`config.mk`:
```
export PLATFORM = sky130hd
export DESIGN_NAME = branch_resolve_unit
export DESIGN_NICKNAME = d
export VERILOG_FILES = /design/src/rtl/branch_resolve_unit.sv
export SDC_FILE = /design/constraint.sdc
export NUM_CORES = 1
export LEC_CHECK = 0
export ABC_CLOCK_PERIOD_IN_PS = 10570
export CAP_MARGIN = 0
export CELL_PAD_IN_SITES_DETAIL_PLACEMENT = 1
export CELL_PAD_IN_SITES_GLOBAL_PLACEMENT = 2
export CORE_UTILIZATION = 30
export DETAILED_ROUTE_END_ITERATION = 8
export PLACE_DENSITY_LB_ADDON = 0.1
export SYNTH_ARGS = -nofsm -noshare
export SYNTH_HDL_FRONTEND = slang
export SYNTH_SLANG_ARGS = --single-unit
```
`constraint.sdc`:
```
create_clock -name clk -period 10.57 [get_ports clk]
set_input_delay 2.114 -clock clk [delete_from_list [all_inputs] [get_ports clk]]
set_output_delay 2.114 -clock clk [all_outputs]
set_load 0.02 [all_outputs]
```
`src/rtl/branch_resolve_unit.sv`:
```
// Branch resolution stage: flag register, eight-way condition decode, registered
// next-PC selection and a circular return-address stack for BL/RET.
module branch_resolve_unit #(
    parameter int PC_WIDTH  = 32,
    parameter int PC_STEP   = 4,
    parameter int RAS_DEPTH = 8
) (
    input  logic                         clk,
    input  logic                         rst,
    input  logic                         valid_in,
    input  logic [5:0]                   opcode,
    input  logic [PC_WIDTH-1:0]          pc_in,
    input  logic [PC_WIDTH-1:0]          target_in,
    input  logic                         flag_we,
    input  logic                         sign_in,
    input  logic                         carry_in,
    input  logic                         zero_in,
    input  logic                         flush,
    output logic                         valid_out,
    output logic                         taken,
    output logic [PC_WIDTH-1:0]          next_pc,
    output logic [2:0]                   flags_out,
    output logic [$clog2(RAS_DEPTH):0]   ras_count,
    output logic                         ras_overflow,
    output logic                         ras_underflow
);
    localparam int PW = $clog2(RAS_DEPTH);
    localparam logic [PC_WIDTH-1:0] STEP     = PC_WIDTH'(PC_STEP);
    localparam logic [PW:0]         CNT_FULL = (PW+1)'(RAS_DEPTH);

    localparam logic [5:0] OP_BLT  = 6'b000111;
    localparam logic [5:0] OP_BZ   = 6'b001000;
    localparam logic [5:0] OP_BNZ  = 6'b001001;
    localparam logic [5:0] OP_B    = 6'b001010;
    localparam logic [5:0] OP_BL   = 6'b001011;
    localparam logic [5:0] OP_RET  = 6'b001100;
    localparam logic [5:0] OP_BCY  = 6'b001101;
    localparam logic [5:0] OP_BNCY = 6'b001110;

    typedef struct packed {
        logic s;
        logic c;
        logic z;
    } flags_t;

    flags_t              flags_q, eff;
    logic                accept, cond, is_push, is_pop, ras_full, ras_empty;
    logic [PC_WIDTH-1:0] link;
    logic [PW-1:0]       top, top_m1;
    logic [PC_WIDTH-1:0] ras_mem [RAS_DEPTH];

    // Same-cycle forwarding lets a flag-setting op and its branch share a cycle.
    assign eff       = flag_we ? flags_t'({sign_in, carry_in, zero_in}) : flags_q;
    assign accept    = valid_in & ~flush;
    assign link      = pc_in + STEP;
    assign top_m1    = top - 1'b1;
    assign ras_full  = (ras_count == CNT_FULL);
    assign ras_empty = (ras_count == '0);
    assign flags_out = flags_q;

    always_comb begin
        cond    = 1'b0;
        is_push = 1'b0;
        is_pop  = 1'b0;
        case (opcode)
            OP_BLT:  cond = eff.s & ~eff.z;
            OP_BZ:   cond = ~eff.s & eff.z;
            OP_BNZ:  cond = ~eff.z;
            OP_B:    cond = 1'b1;
            OP_BL:   begin cond = 1'b1; is_push = accept; end
            OP_RET:  begin cond = 1'b1; is_pop  = accept; end
            OP_BCY:  cond = eff.c;
            OP_BNCY: cond = ~eff.c;
            default: cond = 1'b0;
        endcase
    end

    // When full, top already points at the oldest entry, so a push overwrites it.
    always_ff @(posedge clk) begin
        if (!rst && is_push)
            ras_mem[top] <= link;
    end

    always_ff @(posedge clk) begin
        if (rst) begin
            flags_q       <= '0;
            valid_out     <= 1'b0;
            taken         <= 1'b0;
            next_pc       <= '0;
            top           <= '0;
            ras_count     <= '0;
            ras_overflow  <= 1'b0;
            ras_underflow <= 1'b0;
        end else begin
            if (flag_we)
                flags_q <= eff;
            valid_out     <= accept;
            taken         <= accept & cond;
            ras_overflow  <= 1'b0;
            ras_underflow <= 1'b0;
            if (accept)
                next_pc <= cond ? target_in : link;
            if (is_push) begin
                top <= top + 1'b1;
                if (ras_full)
                    ras_overflow <= 1'b1;
                else
                    ras_count <= ras_count + 1'b1;
            end
            if (is_pop) begin
                if (ras_empty) begin
                    ras_underflow <= 1'b1;
                end else begin
                    next_pc   <= ras_mem[top_m1];
                    top       <= top_m1;
                    ras_count <= ras_count - 1'b1;
                end
            end
        end
    end
endmodule
```
==> summary.txt <==
Place
  • Pre-CTS setup slack: 5.13 ns
  • Routability cong.: 0.706
  • Port Buffers: 120
  • Placed cells: 1,434
  • Post-DP HPWL: 22,200 microns

Route
  • Wire per inst: 25.5 microns
  • Detail Route Antenna Nets: 0
  • Via count: 7,879
  • DRT iter0 DRCs: 398
  • Total Wirelength: 38,300 microns
  • DRC: 0
  • Vias per std cell: 5.25
  • First-pass detailed-route iteration total: 5

Critical path
  • Critical path's top delay family: simple AND/OR/NAND/NOR gates
  • Most used cell, CP: nand3_1
  • R2R cell count: 7
  • Worst path max stage delay: 0.91 ns
  • CP Max Fanout: 9
  • CP Capture Type: flip-flop
  • CP bufs+invs: 1
  • Crit path depth: 7
  • Crit-path slowest cell: nor4_2
  • Worst setup path class: in2reg
  • Critical Path Source Type: input pin
  • Critical path cell sequence: clkdlybuf4s50_1, nand4_1, nor4_2, nand3_1, xnor2_1, nand3_1, a31oi_1
  • Critical Path AT: 5.33 ns
  • Worst EP required: 11.03 ns

STA
  • Final setup viols: 0
  • Fmax: 205 MHz
  • Fin. max-slew vios: 0
  • Tcrit/Tclk final: 46.1%
  • PnR worst setup slack: 5.69 ns
  • WHS: 0.543 ns
  • Setup TNS: 0 ns
  • Slew at the pin closest to its max-slew limit: 1.10 ns
  • Layout Skew: 0.0113 ns
  • Period minus WS final: 4.88 ns
  • Slew HR: 26.6%
  • RSZ-0062 raised after global routing: no
  • Fin. Hold Viols: 0

Layout
  • Final non-filler cell total: 1,502
  • Area delta synth->final: 24.3%
  • Highest-count cells in the layout ignoring fill and taps: edfxtp_1 (256), clkdlybuf4s50_1 (119), nand2_1 (88)
  • End-of-flow core utilization: 38.1%
  • # diodes: 0
  • Share of cells above drive strength 1: 19.1%
  • Fin nets: 1,024
  • Most common cell after layout, fill and taps aside: edfxtp_1

Clock tree
  • Largest buffer count on any clock path: 3
  • CTS Sinks: 302
  • Post_cts resized: 0
  • Clk slew on worst S/H paths: 0.06 ns
  • TritonCTS buffer count: 37
  • # hold bufs at CTS: 0
  • Postcts setup bufs: 0
  • Clk_lat worst skew: 0.54 ns
  • Root Driver: clkbuf_16
  • H-tree depth: 2
  • TritonCTS clock tree: built

Job
  • Max Cap Viol: 0

Hold path
  • Worst hold path class: reg2reg
  • Hold Crit Depth: 2

Die
  • Die W: 207 microns
  • Chip height: 207 microns
  • Site Rows: 74
  • Num ports: 121
  • Initial core utilization: 30.7%
  • Die Area: 42,900 sq um
  • Total core area: 41,200 sq um

Global routing
  • Initial antenna violation count: 0
  • Met1 usage: 24.1%
  • Vias in the first global route: 8,563
  • Global route overflow: 0
  • Met2 capacity usage during global routing: 30.7%
  • Gr usage total: 18.1%
  • Largest net degree at the start of global routing: 60
  • Met3 Use GR: 2.83%
  • First-pass GRT wire length: 56,800 microns
  • GRT Max-Usage Layer: met2

Power
  • Max IR drop VDD: 79.1 uV
  • Leakage: 4.92 nW
  • PwrDens: 175 nW/um^2

Synth
  • Area contributors post-synth: edfxtp_1 (61%), mux4_2 (12%), dfxtp_1 (7.3%)
  • Synth cell types: 49
  • Synth top area share: 60.8%
  • Async SR Flop Fraction: 0%
  • Cells after synthesis: 814
  • Post-synth EDFFs: 256
  • Avg Inst Size Synth: 15.5 sq um
  • Number of synthesis warnings: 0
  • Yosys top cell by area: edfxtp_1
  • Mapped Nets: 897
  • Top FF cell, synth: edfxtp_1
  • Post-synthesis sequential area ratio: 68.1%
  • Flops & latches, synth: 302
  • Cell Area, Synth: 12,600 sq um

Status
  • Status: complete, no violations
## path summary, 6_finish.rpt
| check | slack [ns] | from | to |
|---|---|---|---|
| setup / recovery | 5.69 | pc_in[2] | next_pc[19]$_SDFF_PP0_ |
| hold / removal | 0.54 | next_pc[24]$_SDFF_PP0_ | next_pc[24]$_SDFF_PP0_ |
| setup reg to reg | 7.03 | top[0]$_SDFF_PP0_ | next_pc[1]$_SDFF_PP0_ |
| hold reg to reg | 0.54 | next_pc[24]$_SDFF_PP0_ | next_pc[24]$_SDFF_PP0_ |
## through the flow
stage / power (mW) / area [sq um]
6_report: 2.74 / 15700
5_1_grt: 2.83 / 15700
2_1_floorplan: 1.44 / 12600
4_1_cts: 2.78 / 15700
3_5_place_dp: 1.55 / 14500
3_3_place_gp: 1.54 / 14500
## tightest hold or removal path, cell delays in order, from the launching register on
cell and delay [ns]:
dfxtp_1 0.33, a21oi_1 0.06, a31oi_1 0.11
## sequential cells by signal, indices dropped and copies added, names as in the netlist
signal         cells
top                3
flags_out          3
ras_mem          256
next_pc           32
ras_count          4
taken              1
ras_underflow      1
ras_overflow       1
valid_out          1
## cell usage after synthesis (2+ instances only)
cell and count:
a211oi_1 4, clkbuf_1 35, a31oi_1 29, edfxtp_1 256
mux4_2 65, and3_1 4, ha_1 5, a31o_2 22
a21oi_1 34, nor4_1 5, buf_1 5, nand4_1 11
a311o_1 9, buf_2 14, xor2_1 13, nand3_1 57
dfxtp_1 46, or4_1 3, nor3b_1 3, inv_1 8
nand2_1 88, nand2b_1 4, and4_1 2, nand3b_1 3
nor4_2 3, mux2i_1 5, xnor2_1 20, and3b_1 2
nor2_1 30, nor3_1 10
## kinds of logic (layout without fill, tap and decap cells)
logic type	after synthesis	after routing	share of synthesized area [%]
buffers and inverters	63	219	2.01
DFF	302	302	68.1
muxes	70	70	12.0
AOI/OAI and AO/OA	105	105	5.73
xor gates and xnor gates	33	33	2.29
and+or+nand+nor	236	236	9.36
adders and majority gates	5	5	0.495
## final cells by class
type | instances | area [sq um]
timing repair buffer | 142 | 1360
fill | 4127 | 25500
multi-input combinational | 449 | 3840
sequential | 302 | 8610
tap | 532 | 666
clock buffer | 53 | 1060
inverter | 9 | 33.8
clock inverter | 15 | 124
## metal layers
metal | share of wire, % | vias up
li1 | - | 3473
met1 | 45 | 4196
met4 | 1.5 | 0
met2 | 49 | 170
met3 | 3.8 | 40
met5 | 0 | -
## power by group
part / internal (mW) / switching (mW) / total (mW)
Combinational: 0.0869 / 0.122 / 0.209
Sequential: 1.30 / 0.00676 / 1.31
Clock: 0.745 / 0.480 / 1.23
Power figures use the tool's default switching activity.
